File: config.mk
export PLATFORM = sky130hd
export DESIGN_NAME = k12a_io_uart
export DESIGN_NICKNAME = d
export VERILOG_FILES = /design/src/rtl/k12a_io_uart_pkg.sv /design/src/rtl/k12a_uart_fifo.sv /design/src/rtl/k12a_io_uart.sv
export SDC_FILE = /design/constraint.sdc
export NUM_CORES = 1
export LEC_CHECK = 0
export CAP_MARGIN = 25
export CORE_MARGIN = 4
export CORE_UTILIZATION = 45
export CTS_BUF_LIST = sky130_fd_sc_hd__clkbuf_8 sky130_fd_sc_hd__clkbuf_16
export DETAILED_ROUTE_END_ITERATION = 16
export MAX_ROUTING_LAYER = met4
export PLACE_DENSITY_LB_ADDON = 0.3
export SYNTH_ARGS = -nofsm -noshare
export SYNTH_HDL_FRONTEND = slang
export SYNTH_SLANG_ARGS = --single-unit
File: constraint.sdc
create_clock -name clock -period 2.9 [get_ports clock]
set_input_delay 0.435 -clock clock [delete_from_list [all_inputs] [get_ports clock]]
set_output_delay 0.435 -clock clock [all_outputs]
set_load 0.02 [all_outputs]
File: src/rtl/k12a_io_uart_pkg.sv
// Shared types and constants for the k12a I/O-port UART.
package k12a_io_uart_pkg;

    typedef enum logic [1:0] {
        UART_TX_IDLE,
        UART_TX_START,
        UART_TX_DATA,
        UART_TX_STOP
    } uart_tx_state_t;

    typedef enum logic [2:0] {
        UART_RX_IDLE,
        UART_RX_START,
        UART_RX_DATA,
        UART_RX_STOP,
        UART_RX_WAIT_IDLE
    } uart_rx_state_t;

    // Register offsets within the block (io_addr[1:0])
    localparam logic [1:0] UART_REG_DATA   = 2'h0;
    localparam logic [1:0] UART_REG_STATUS = 2'h1;
    localparam logic [1:0] UART_REG_DIVLO  = 2'h2;
    localparam logic [1:0] UART_REG_DIVHI  = 2'h3;

    // STATUS register bit positions
    localparam int UART_STATUS_TX_FULL   = 0;
    localparam int UART_STATUS_TX_EMPTY  = 1;
    localparam int UART_STATUS_TX_BUSY   = 2;
    localparam int UART_STATUS_RX_VALID  = 3;
    localparam int UART_STATUS_RX_OVR    = 4;
    localparam int UART_STATUS_RX_FERR   = 5;
    localparam int UART_STATUS_TX_IRQ_EN = 6;

endpackage

File: src/rtl/k12a_uart_fifo.sv
// Synchronous circular FIFO; pointers carry one extra wrap bit so full and
// empty are distinguished without a separate counter.
module k12a_uart_fifo #(
    parameter int WIDTH      = 8,
    parameter int DEPTH_LOG2 = 2
) (
    input  logic             clock,
    input  logic             reset_n,
    input  logic             push,
    input  logic             pop,
    input  logic [WIDTH-1:0] din,
    output logic [WIDTH-1:0] dout,
    output logic             full,
    output logic             empty
);

    localparam int DEPTH = 1 << DEPTH_LOG2;

    logic [DEPTH_LOG2:0] wr_ptr;
    logic [DEPTH_LOG2:0] rd_ptr;
    logic [WIDTH-1:0]    mem [DEPTH];
    logic                do_push;
    logic                do_pop;

    assign empty   = (wr_ptr == rd_ptr);
    assign full    = (wr_ptr[DEPTH_LOG2] != rd_ptr[DEPTH_LOG2]) &&
                     (wr_ptr[DEPTH_LOG2-1:0] == rd_ptr[DEPTH_LOG2-1:0]);
    assign do_push = push & ~full;
    assign do_pop  = pop & ~empty;
    assign dout    = mem[rd_ptr[DEPTH_LOG2-1:0]];

    // Advance pointers; a push while full is silently dropped
    always_ff @(posedge clock or negedge reset_n) begin
        if (!reset_n) begin
            wr_ptr <= '0;
            rd_ptr <= '0;
        end else begin
            if (do_push) wr_ptr <= wr_ptr + 1'b1;
            if (do_pop)  rd_ptr <= rd_ptr + 1'b1;
        end
    end

    // Storage array, written only on an accepted push
    always_ff @(posedge clock) begin
        if (do_push) mem[wr_ptr[DEPTH_LOG2-1:0]] <= din;
    end

endmodule

File: src/rtl/k12a_io_uart.sv
// k12a I/O-bus UART: register file on the core's port bus, TX FIFO + shifter,
// single-byte RX holding register, 8N1 framing with a programmable divisor.
// Handshake: the core presents io_addr with io_load or io_store for one cycle;
// read data is combinational in that cycle and side effects land on its edge.
module k12a_io_uart
    import k12a_io_uart_pkg::*;
#(
    parameter logic [2:0]  PORT_BASE       = 3'h0,
    parameter logic [15:0] DEFAULT_DIVISOR = 16'd103,
    parameter int          FIFO_DEPTH_LOG2 = 2
) (
    input  logic       clock,
    input  logic       reset_n,
    input  logic [2:0] io_addr,
    input  logic       io_load,
    input  logic       io_store,
    input  logic [7:0] data_bus_in,
    output logic [7:0] data_bus_out,
    output logic       data_bus_out_en,
    input  logic       uart_rx,
    output logic       uart_tx,
    output logic       irq
);

    logic           selected, wr_en, rd_en, rd_data_pop;
    logic [1:0]     offset;
    logic [15:0]    divisor;
    logic           tx_irq_en, rx_valid, rx_overrun, rx_frame_err;
    logic [7:0]     rx_data, status, read_mux;
    logic           push, pop, fifo_full, fifo_empty, tx_busy, tx_empty;
    logic [7:0]     fifo_dout;
    uart_tx_state_t tx_state;
    logic [7:0]     tx_shift;
    logic [2:0]     tx_bit_cnt;
    logic [15:0]    tx_cnt;
    uart_rx_state_t rx_state;
    logic [7:0]     rx_shift;
    logic [2:0]     rx_bit_cnt;
    logic [15:0]    rx_cnt;
    logic           rx_s1, rx_s2, rx_prev, rx_deliver, rx_ferr_set;

    // Decode: a store wins over a simultaneous load
    assign selected    = (io_addr[2] == PORT_BASE[2]);
    assign offset      = io_addr[1:0];
    assign wr_en       = io_store & selected;
    assign rd_en       = io_load & selected & ~io_store;
    assign rd_data_pop = rd_en && (offset == UART_REG_DATA);

    assign push     = wr_en && (offset == UART_REG_DATA);
    assign pop      = !fifo_empty && ((tx_state == UART_TX_IDLE) ||
                      (tx_state == UART_TX_STOP && tx_cnt == 16'd0));
    assign tx_busy  = (tx_state != UART_TX_IDLE);
    assign tx_empty = fifo_empty && !tx_busy;

    assign rx_deliver  = (rx_state == UART_RX_STOP) && (rx_cnt == 16'd0) && rx_s2;
    assign rx_ferr_set = (rx_state == UART_RX_STOP) && (rx_cnt == 16'd0) && !rx_s2;

    assign irq             = rx_valid | (tx_empty & tx_irq_en);
    assign data_bus_out_en = io_load & selected;
    assign data_bus_out    = selected ? read_mux : 8'h00;

    k12a_uart_fifo #(.WIDTH(8), .DEPTH_LOG2(FIFO_DEPTH_LOG2)) u_fifo (
        .clock   (clock),
        .reset_n (reset_n),
        .push    (push),
        .pop     (pop),
        .din     (data_bus_in),
        .dout    (fifo_dout),
        .full    (fifo_full),
        .empty   (fifo_empty)
    );

    // Assemble STATUS and select the read data for the addressed register
    always_comb begin
        status = 8'h00;
        status[UART_STATUS_TX_FULL]   = fifo_full;
        status[UART_STATUS_TX_EMPTY]  = tx_empty;
        status[UART_STATUS_TX_BUSY]   = tx_busy;
        status[UART_STATUS_RX_VALID]  = rx_valid;
        status[UART_STATUS_RX_OVR]    = rx_overrun;
        status[UART_STATUS_RX_FERR]   = rx_frame_err;
        status[UART_STATUS_TX_IRQ_EN] = tx_irq_en;
        case (offset)
            UART_REG_DATA:   read_mux = rx_data;
            UART_REG_STATUS: read_mux = status;
            UART_REG_DIVLO:  read_mux = divisor[7:0];
            default:         read_mux = divisor[15:8];
        endcase
    end

    // Control/status registers and the RX holding register
    always_ff @(posedge clock or negedge reset_n) begin
        if (!reset_n) begin
            divisor      <= DEFAULT_DIVISOR;
            tx_irq_en    <= 1'b0;
            rx_valid     <= 1'b0;
            rx_overrun   <= 1'b0;
            rx_frame_err <= 1'b0;
            rx_data      <= 8'h00;
        end else begin
            if (wr_en && offset == UART_REG_DIVLO) divisor[7:0]  <= data_bus_in;
            if (wr_en && offset == UART_REG_DIVHI) divisor[15:8] <= data_bus_in;
            if (wr_en && offset == UART_REG_STATUS) begin
                tx_irq_en <= data_bus_in[UART_STATUS_TX_IRQ_EN];
                if (data_bus_in[UART_STATUS_RX_OVR])  rx_overrun   <= 1'b0;
                if (data_bus_in[UART_STATUS_RX_FERR]) rx_frame_err <= 1'b0;
            end
            if (rd_data_pop) rx_valid <= 1'b0;
            // A new byte overrides a same-edge read; overrun only if unread
            if (rx_deliver) begin
                rx_data  <= rx_shift;
                rx_valid <= 1'b1;
                if (rx_valid && !rd_data_pop) rx_overrun <= 1'b1;
            end
            if (rx_ferr_set) rx_frame_err <= 1'b1;
        end
    end

    // TX FSM: start bit, 8 data bits LSB-first, stop bit; frames chain with no gap
    always_ff @(posedge clock or negedge reset_n) begin
        if (!reset_n) begin
            tx_state   <= UART_TX_IDLE;
            tx_shift   <= 8'h00;
            tx_bit_cnt <= 3'd0;
            tx_cnt     <= 16'd0;
            uart_tx    <= 1'b1;
        end else begin
            case (tx_state)
                UART_TX_IDLE: begin
                    if (!fifo_empty) begin
                        tx_shift <= fifo_dout;
                        tx_cnt   <= divisor;
                        uart_tx  <= 1'b0;
                        tx_state <= UART_TX_START;
                    end
                end
                UART_TX_START: begin
                    if (tx_cnt == 16'd0) begin
                        tx_cnt     <= divisor;
                        tx_bit_cnt <= 3'd0;
                        uart_tx    <= tx_shift[0];
                        tx_state   <= UART_TX_DATA;
                    end else begin
                        tx_cnt <= tx_cnt - 16'd1;
                    end
                end
                UART_TX_DATA: begin
                    if (tx_cnt == 16'd0) begin
                        tx_cnt <= divisor;
                        if (tx_bit_cnt == 3'd7) begin
                            uart_tx  <= 1'b1;
                            tx_state <= UART_TX_STOP;
                        end else begin
                            tx_shift   <= {1'b0, tx_shift[7:1]};
                            uart_tx    <= tx_shift[1];
                            tx_bit_cnt <= tx_bit_cnt + 3'd1;
                        end
                    end else begin
                        tx_cnt <= tx_cnt - 16'd1;
                    end
                end
                default: begin
                    if (tx_cnt == 16'd0) begin
                        if (!fifo_empty) begin
                            tx_shift <= fifo_dout;
                            tx_cnt   <= divisor;
                            uart_tx  <= 1'b0;
                            tx_state <= UART_TX_START;
                        end else begin
                            tx_state <= UART_TX_IDLE;
                        end
                    end else begin
                        tx_cnt <= tx_cnt - 16'd1;
                    end
                end
            endcase
        end
    end

    // Two-flop synchroniser plus a delayed copy for falling-edge detection
    always_ff @(posedge clock or negedge reset_n) begin
        if (!reset_n) begin
            rx_s1   <= 1'b1;
            rx_s2   <= 1'b1;
            rx_prev <= 1'b1;
        end else begin
            rx_s1   <= uart_rx;
            rx_s2   <= rx_s1;
            rx_prev <= rx_s2;
        end
    end

    // RX FSM: mid-start-bit check rejects glitches, then samples each bit centre
    always_ff @(posedge clock or negedge reset_n) begin
        if (!reset_n) begin
            rx_state   <= UART_RX_IDLE;
            rx_shift   <= 8'h00;
            rx_bit_cnt <= 3'd0;
            rx_cnt     <= 16'd0;
        end else begin
            case (rx_state)
                UART_RX_IDLE: begin
                    if (rx_prev && !rx_s2) begin
                        rx_cnt   <= divisor >> 1;
                        rx_state <= UART_RX_START;
                    end
                end
                UART_RX_START: begin
                    if (rx_cnt == 16'd0) begin
                        rx_cnt     <= divisor;
                        rx_bit_cnt <= 3'd0;
                        rx_state   <= rx_s2 ? UART_RX_IDLE : UART_RX_DATA;
                    end else begin
                        rx_cnt <= rx_cnt - 16'd1;
                    end
                end
                UART_RX_DATA: begin
                    if (rx_cnt == 16'd0) begin
                        rx_shift <= {rx_s2, rx_shift[7:1]};
                        rx_cnt   <= divisor;
                        if (rx_bit_cnt == 3'd7) rx_state <= UART_RX_STOP;
                        else                    rx_bit_cnt <= rx_bit_cnt + 3'd1;
                    end else begin
                        rx_cnt <= rx_cnt - 16'd1;
                    end
                end
                UART_RX_STOP: begin
                    if (rx_cnt == 16'd0) rx_state <= rx_s2 ? UART_RX_IDLE : UART_RX_WAIT_IDLE;
                    else                 rx_cnt   <= rx_cnt - 16'd1;
                end
                default: begin
                    if (rx_s2) rx_state <= UART_RX_IDLE;
                end
            endcase
        end
    end

endmodule
# Word-level counts from Yosys, hierarchy flattened
# Memories as Yosys holds them, arrays and structs flattened.
# Index checks and enable logic that the tools add are counted.
[totals]
regBits = 97
ramBits = 32
in_bits = 16
out_inout_bits = 11
elab_cells = 166
memories = 1
[classes]
n_mux = 56
n_addsub = 6
n_eq_ne = 26
bitwise = 12
reduce_logical = 44
[memory_table]
columns = ["name", "depth", "word_bits", "rd", "rd_clocked_by_memory_dff", "wr", "line", "rtl"]
rows = [
  ["u_fifo.mem", 4, 8, 1, 0, 1, "k12a_uart_fifo.sv:21", "logic [WIDTH-1:0] mem [DEPTH];"],
]
[op_table]
columns = ["operator", "count"]
rows = [
  ["$mux W16", 6],
  ["$pmux W16 S3", 1],
  ["$pmux W8 S3", 2],
  ["$mux W8", 5],
  ["$mux W3", 13],
  ["$logic_not A16 Y1", 2],
  ["$pmux W16 S2", 1],
  ["$sub A16 B1 Y16 const B", 2],
  ["$ne A2 B2 Y1 const B", 11],
  ["$mux W1", 17],
  ["$logic_and A1 B1 Y1", 14],
  ["$reduce_bool A2 Y1", 7],
  ["$add A3 B1 Y3 const B", 4],
  ["$mux W2", 6],
  ["$pmux W3 S2", 2],
  ["$pmux W3 S4", 1],
  ["$reduce_and A4 Y1", 3],
  ["$eq A2 B2 Y1 const B", 4],
  ["$and A1 B1 Y1", 6],
  ["$eq A3 B2 Y1 const B", 2],
  ["$eq A3 B3 Y1 const B", 2],
  ["$pmux W2 S3", 1],
  ["$reduce_and A3 Y1", 2],
  ["$reduce_and A6 Y1", 1],
  ["18 further kinds", 29],
]

# Longest topological paths before layout
# Gate-level depths: netlist of the first run.
[depth]
ltp_word = 8
mapped_depth = 10
depth_no_buf = 8

# Cells and area by module
# A second synthesis of the first run with hierarchy kept.
[unflattened]
hier_cells = 640
hier_area_um2 = 7168.1
[by_module_without_submodules]
columns = ["module", "area_each_um2", "cells_per_inst", "n_inst", "seq_area_each_um2"]
rows = [
  ["k12a_io_uart", 5484.0, 547, 1, 2288.4],
  ["k12a_uart_fifo", 1684.1, 93, 1, 1111.1],
]

# Worst setup path after synthesis of the first run
# Ideal clock, no wire load.
[synth_path]
path_type = "register to output"
from = "register u_fifo.rd_ptr[0]"
to = "output data_bus_out[1]"
stages_incl_launch_ff = 7
n_path_buf = 2
arrival_ns = 1.970
t_required_ns = 2.465
path_slack_ns = 0.495
path_cell_list = "dfrtp_1 buf_2 xnor2_1 and3_1 clkbuf_1 a311oi_1 a211oi_1"
[synth_via]
elab_chain_cells = 4
[synth_lines]
columns = ["item", "line", "rtl"]
rows = [
  ["from (decl)", "k12a_uart_fifo.sv:20", "logic [DEPTH_LOG2:0] rd_ptr;"],
  ["from (signal assigned)", "k12a_uart_fifo.sv:39", "if (do_pop) rd_ptr <= rd_ptr + 1'b1;"],
  ["$eq A3 B3 Y1", "k12a_uart_fifo.sv:25", "assign empty = (wr_ptr == rd_ptr);"],
  ["$logic_and A1 B1 Y1", "k12a_io_uart.sv:53", "assign tx_empty = fifo_empty && !tx_busy;"],
  ["$pmux W8 S3", "k12a_io_uart.sv:83", "case (offset)"],
  ["$mux W8", "k12a_io_uart.sv:60", "assign data_bus_out = selected ? read_mux : 8'h00;"],
  ["to (decl)", "k12a_io_uart.sv:18", "output logic [7:0] data_bus_out,"],
]
# No other way between the ends.

# Worst setup path in the final report of the first run
[layout_path]
from = "input io_addr[0]"
to = "output data_bus_out[3]"
[layout_via]
elab_chain_cells = 3
elab_cells_between_ends = 5
cone_classes = "eq/ne (2); mux (2); reduce/logical (1)"
[layout_lines]
columns = ["item", "line", "rtl"]
rows = [
  ["from (decl)", "k12a_io_uart.sv:14", "input logic [2:0] io_addr,"],
  ["$eq A2 B2 Y1, or another cell as far along", "k12a_io_uart.sv:83", ""],
  ["$pmux W8 S3 (*)", "k12a_io_uart.sv:83", ""],
  ["$mux W8 (*)", "k12a_io_uart.sv:60", ""],
]
# Every way passes the cells marked *; elsewhere a longest branch is shown, timed or not.

==> results of run 1 <==
## routing by layer
| metal | vias up | share of wire, % | global-route usage [%] |
|---|---|---|---|
| met5 | - | 0 | - |
| met4 | 0 | 1.9 | 7.94 |
| met3 | 24 | 6.1 | 4.65 |
| met2 | 211 | 50 | 32.8 |
| met1 | 2747 | 42 | 26.9 |
| li1 | 2513 | - | - |
## logic make-up (layout without fill, tap and decap cells)
group,after synthesis,after routing
compound gates,175,175
xor+xnor,16,16
fa+ha+maj,17,17
buf+inv,53,95
flops,129,129
mux,70,70
simple gates,193,193
## report_power, final
part | switching [W] | internal, W | total [W] | leakage (nW)
combinational | 0.00177 | 0.00142 | 0.00319 | 1.64
clock | 0.000863 | 0.00122 | 0.00208 | 0.289
sequential | 0.000537 | 0.00231 | 0.00285 | 1.49
## worst paths after layout
kind | start | endpoint | slack, ns | cells past startpoint
worst max-delay path | io_addr[0] | data_bus_out[3] | 0.16 | 5
worst min-delay path | reset_n | tx_shift[5] | 0.01 | 1
worst max register to register | tx_cnt[0] | tx_bit_cnt[0] | 0.28 | 8
worst min register to register | rx_s1 | rx_s2 | 0.36 | 0
max in group asynchronous | reset_n | rx_prev | 2.17 | 2
min in group clock | rx_s1 | rx_s2 | 0.36 | 0
## layout make-up
class	count	share of cell area (%)
Clock buffer	19	5.75
Clock inverter	13	1.35
Inverter	16	0.727
Multi-Input combinational cell	471	42.1
Sequential cell	129	41.1
Tap cell	211	3.20
Timing Repair Buffer	47	5.69
## registers in the layout, summed over array words and instances, names as in the netlist
register,cells
rx_s1,1
tx_state,2
uart_tx,1
rx_frame_err,1
u_fifo.wr_ptr,3
rx_bit_cnt,3
rx_cnt,16
tx_shift,8
tx_bit_cnt,3
rx_overrun,1
rx_prev,1
rx_data,8
rx_s2,1
tx_cnt,16
rx_valid,1
u_fifo.mem,32
divisor,16
u_fifo.rd_ptr,3
rx_state,3
tx_irq_en,1
rx_shift,8
## worst max-delay path, stage by stage
cell	delay, ns
clkdlybuf4s50_1	0.50
buf_12	0.16
mux4_2	0.51
nor2b_1	0.15
clkdlybuf4s50_1	0.55
## placed cells by master (no fill, tap or decap), drive strengths merged, types with 14 or more instances in the layout
master          n
o211ai         15
mux2           41
a22oi          15
clkbuf         19
nand2          65
clkdlybuf4s50  21
dfrtp          88
mux4           14
a21oi          36
o21ai          43
buf            22
mux2i          15
edfxtp         32
nor3           20
nor2           35
ha             17
inv            23
## per-stage QoR
stage	utilization, %	setup WS (ns)	instance area [sq um]	cells
after floorplan	-	0.495	7110	653
after global placement	49.8	0.159	7630	873
after detailed placement	49.8	0.146	7630	873
after CTS	53.7	0.0117	8220	905
after global routing	54.0	0.101	8260	906
final	54.0	0.156	8260	906
==> results.json, run 1 <==
{
  "area_delta_synth_final_pct": 16.3,
  "whs_ns": 0.0111,
  "hold_viol_final": 0,
  "antenna_left": 0,
  "worstSetupStartpointType": "input port",
  "antenna_found_initial": 0,
  "wl_per_cell_microns": 19.2,
  "finClkSkew_ns": 0.00598,
  "cts_buffers": 17,
  "antennaDiodeCount": 0,
  "synth.avg_cell_area_sq_um": 10.9,
  "synth.area.top_cells": "dfrtp_1 31%, edfxtp_1 14%, mux2_2 6.5%",
  "die-area_sq_mm": 0.0179,
  "htree_num_levels": 4,
  "final_max_slew_viol_count": 0,
  "insertion_delay_ns": 0.42,
  "synth_nets": 686,
  "dp_hpwl_mm": 12.0,
  "synth_top_family_by_area": "compound AO/OA/AOI/OAI gates",
  "regArea_sq_mm": 0.00340,
  "synth-adder-area-share_pct": 2.99,
  "firstDrtPassIters": 7,
  "synth_xor_area_share_pct": 1.97,
  "cts.sinks": 129,
  "fin_setup_tns_ns": 0,
  "worst_pin_slew_ns": 0.711,
  "ir_drop_uv": 450,
  "start_util_pct": 46.4,
  "critPathKind": "in -> out",
  "std_cell_rows": 45,
  "synthSimpleGateAreaFrac_pct": 14.2,
  "max_clock_freq_ghz": 0.364,
  "endpoint_kind": "output port",
  "synth_compound_area_share_pct": 16.7,
  "synth_common_cells": "88 x dfrtp_1, 64 x nand2_1, 43 x o21ai_0",
  "num_vias": 5495,
  "gp_congestion": 0.902,
  "synth-seq-cells": 129,
  "grt_overflow": 0,
  "synth_area_sq_mm": 0.00711,
  "yosys_warnings": 0,
  "synth_top_area_cell": "dfrtp_1",
  "cts_resized": 2,
  "synthMostInstantiatedCell": "dfrtp_1",
  "drc": 0,
  "final_nets": 715,
  "die_w_microns": 134,
  "synth_mux_area_share_pct": 13.0,
  "power.density_mw_per_mm2": 982,
  "grt_pass1_wl_mm": 28.9,
  "hold_buffers": 0,
  "fillers": 1320,
  "drv_cap": 0,
  "synth_cell_types": 76,
  "finalSetupViolCount": 0,
  "max-slew-margin-rel_pct": 52.6,
  "vias_per_cell": 6.07,
  "synth-edff-count": 32,
  "cp.arrival_ns": 2.31,
  "p_leak_nw": 3.42,
  "grt_pass1_vias": 5533,
  "grt_max_degree": 44,
  "power.total_w": 0.00812,
  "hp-class": "in -> async",
  "status": "complete, no violations",
  "drt_iter0_markers": 613,
  "core_sq_mm": 0.0153,
  "wl_mm": 17.4,
  "synth-main-ff-cell": "dfrtp_1",
  "post_cts_buffers": 0,
  "fin_crit_sh_pct": 94.6,
  "postSynthCellCount": 653,
  "clock_path_buffers": 2,
  "yosysSeqAreaShare_pct": 47.8,
  "critPathRequiredTime_ns": 2.47,
  "numPortBuffers": 26,
  "drive_above_1_share_pct": 19.9,
  "die_y_microns": 134,
  "fin_crit_ns": 2.74,
  "clk_pin_slew_ns": 0.06,
  "synth_top_cell_area_share_pct": 31.0,
  "cp_max_fo": 14,
  "cts_tree": "built",
  "multi_input_area_sq_mm": 0.00348,
  "async_reset_ff_share_pct": 75.2,
  "rsz0062_at_grt": "false",
  "root_buffer": "clkbuf_16",
  "ios": 27,
  "grt.total_usage_pct": 21.0
}
(Power assumes the default switching activity.)
==> run 2: changes to the inputs <==
--- a/config.mk
+++ b/config.mk
@@ -11,7 +11,7 @@
 export CTS_BUF_LIST = sky130_fd_sc_hd__clkbuf_8 sky130_fd_sc_hd__clkbuf_16
 export DETAILED_ROUTE_END_ITERATION = 16
 export MAX_ROUTING_LAYER = met4
-export PLACE_DENSITY_LB_ADDON = 0.3
+export PLACE_DENSITY = 0.61
 export SYNTH_ARGS = -nofsm -noshare
 export SYNTH_HDL_FRONTEND = slang
 export SYNTH_SLANG_ARGS = --single-unit
==> run 2 against run 1 <==
Compared with the run above: die area unchanged; final area decreased by 0.35%; critical endpoint is now data_bus_out[0]; clock-buffer cell count rose by 1; worst hold slack improved by 0.35 ns; clock skew increased by 0.0033 ns; wire length increased by 1.8%; worst setup slack got worse by 0.024 ns; cell count fell by 0.11%; largest cell class unchanged; sequential power barely moved.
==> results.json, run 2 (synthesis results as in run 1) <==
{
  "status": "complete, no violations",
  "critPathKind": "reg -> out",
  "wl_per_cell_microns": 19.6,
  "insertion_delay_ns": 0.42,
  "critPathBufInv": 1,
  "fin_setup_tns_ns": 0,
  "numPortBuffers": 26,
  "post_cts_buffers": 0,
  "grt_overflow": 0,
  "vias_per_cell": 6.05,
  "cpPeakStageDelay_ns": 0.63,
  "dp_hpwl_mm": 11.9,
  "worst_pin_slew_ns": 0.735,
  "drt_iter0_markers": 479,
  "cp.arrival_ns": 2.33,
  "ios": 27,
  "antennaDiodeCount": 0,
  "rr_endpoint": "tx_state[1]",
  "wl_mm": 17.7,
  "min_to": "rx_s2",
  "area_delta_synth_final_pct": 15.9,
  "start_util_pct": 46.4,
  "grt_pass1_wl_mm": 28.9,
  "fin_crit_sh_pct": 95.5,
  "endpoint_kind": "output port",
  "core_sq_mm": 0.0153,
  "r2r_cells": 8,
  "drive_above_1_share_pct": 19.7,
  "clk_pin_slew_ns": 0.06,
  "cp_max_fo": 4,
  "min_delay_path_depth": 0,
  "finalSetupViolCount": 0,
  "fin_crit_ns": 2.77,
  "ir_drop_uv": 537,
  "instances_no_fill": 905,
  "power.density_mw_per_mm2": 980,
  "most-common-layout-cells": "88 x dfrtp_1, 64 x nand2_1, 43 x o21ai_0",
  "whs_ns": 0.357,
  "crit_family": "buffers and inverters",
  "drv_cap": 0,
  "hp-class": "reg -> reg",
  "min_from": "rx_s1",
  "num_vias": 5471,
  "max_clock_freq_ghz": 0.361,
  "grt_pass1_vias": 5367,
  "timing.rr.start": "tx_cnt[0]",
  "crit_chain": "xnor2_2, nand2_1, nor2_1, mux4_2, nor2b_1, clkdlybuf4s50_1",
  "cts.sinks": 129,
  "die-area_sq_mm": 0.0179,
  "mostFrequentLayoutCell": "dfrtp_1",
  "htree_num_levels": 4,
  "die_w_microns": 134,
  "gp_congestion": 0.853,
  "clock_path_buffers": 2,
  "rsz0062_at_grt": "false",
  "cp_slowest_cell": "clkdlybuf4s50_1",
  "worstSetupStartpointType": "flop",
  "die_y_microns": 134,
  "rrSetupSlack_ns": 0.24,
  "std_cell_rows": 45,
  "dp_cells": 872,
  "finClkSkew_ns": 0.00930,
  "critPathRequiredTime_ns": 2.47,
  "p_leak_nw": 3.38,
  "hold_viol_final": 0,
  "root_buffer": "clkbuf_16",
  "antenna_found_initial": 0,
  "cts_tree": "built",
  "antenna_left": 0,
  "max-slew-margin-rel_pct": 51.0,
  "cts_buffers": 17,
  "final_max_slew_viol_count": 0,
  "final_util_pct": 53.8,
  "grt.total_usage_pct": 21.3,
  "grt_max_degree": 49,
  "drc": 0,
  "firstDrtPassIters": 6,
  "final_nets": 714,
  "largest_reg_flops": 32
}
==> run 2: worst register-to-register path, delay by kind of cell (launching register included) <==
family	cells	cell delay [ns]
fa+ha+maj	1	0.25
buf+inv	1	0.12
simple gates	4	1.12
compound gates	1	0.33
flops	1	0.43
mux	1	0.29
==> run 2: power by group <==
| part | internal [W] | total (W) | switching [W] |
|---|---|---|---|
| clock | 0.00125 | 0.00206 | 0.000813 |
| sequential | 0.00231 | 0.00285 | 0.000545 |
| combinational | 0.00140 | 0.00316 | 0.00175 |
==> run 2: layer usage <==
| metal | routed length (microns) | share of wire, % | global-route usage (%) | vias up |
|---|---|---|---|---|
| met3 | 1030 | 5.8 | 4.23 | 27 |
| met5 | 0 | 0 | - | - |
| li1 | - | - | - | 2515 |
| met1 | 7880 | 44 | 28.2 | 2759 |
| met4 | 391 | 2.2 | 8.17 | 0 |
| met2 | 8450 | 48 | 32.6 | 170 |
==> run 2: how the worst max path moves through the flow <==
stage                           from               to  cells past startpoint
floorplan           u_fifo.rd_ptr[0]  data_bus_out[1]                      6
global placement          io_addr[0]  data_bus_out[0]                      5
detailed placement        io_addr[0]  data_bus_out[4]                      5
CTS                 u_fifo.wr_ptr[1]              irq                      5
global route        u_fifo.wr_ptr[1]  data_bus_out[0]                      6
finish              u_fifo.wr_ptr[1]  data_bus_out[0]                      6
==> run 2: final cells by class <==
cell class	instances	area (sq um)
timing repair buffer	46	439
inverter	16	60.1
tap	211	264
fill	1341	7080
multi-input combinational	471	3500
clock inverter	12	108
sequential	129	3400
clock buffer	20	467
==> run 2: metrics by stage <==
stage	setup slack (ns)	instance area [sq um]	power, W
floorplan	0.495	7110	0.00505
global placement	0.162	7620	0.00582
detailed placement	0.151	7620	0.00594
CTS	0.00455	8210	0.00805
global route	0.0153	8230	0.00863
finish	0.131	8230	0.00807
==> run 2: what timing repair did <==
item                                    in CTS  in global routing
hold buffers                                 1                  0
endpoints found under the setup margin       3                  2
resized for setup                            4                  4
hold endpoints to repair                    21                  0
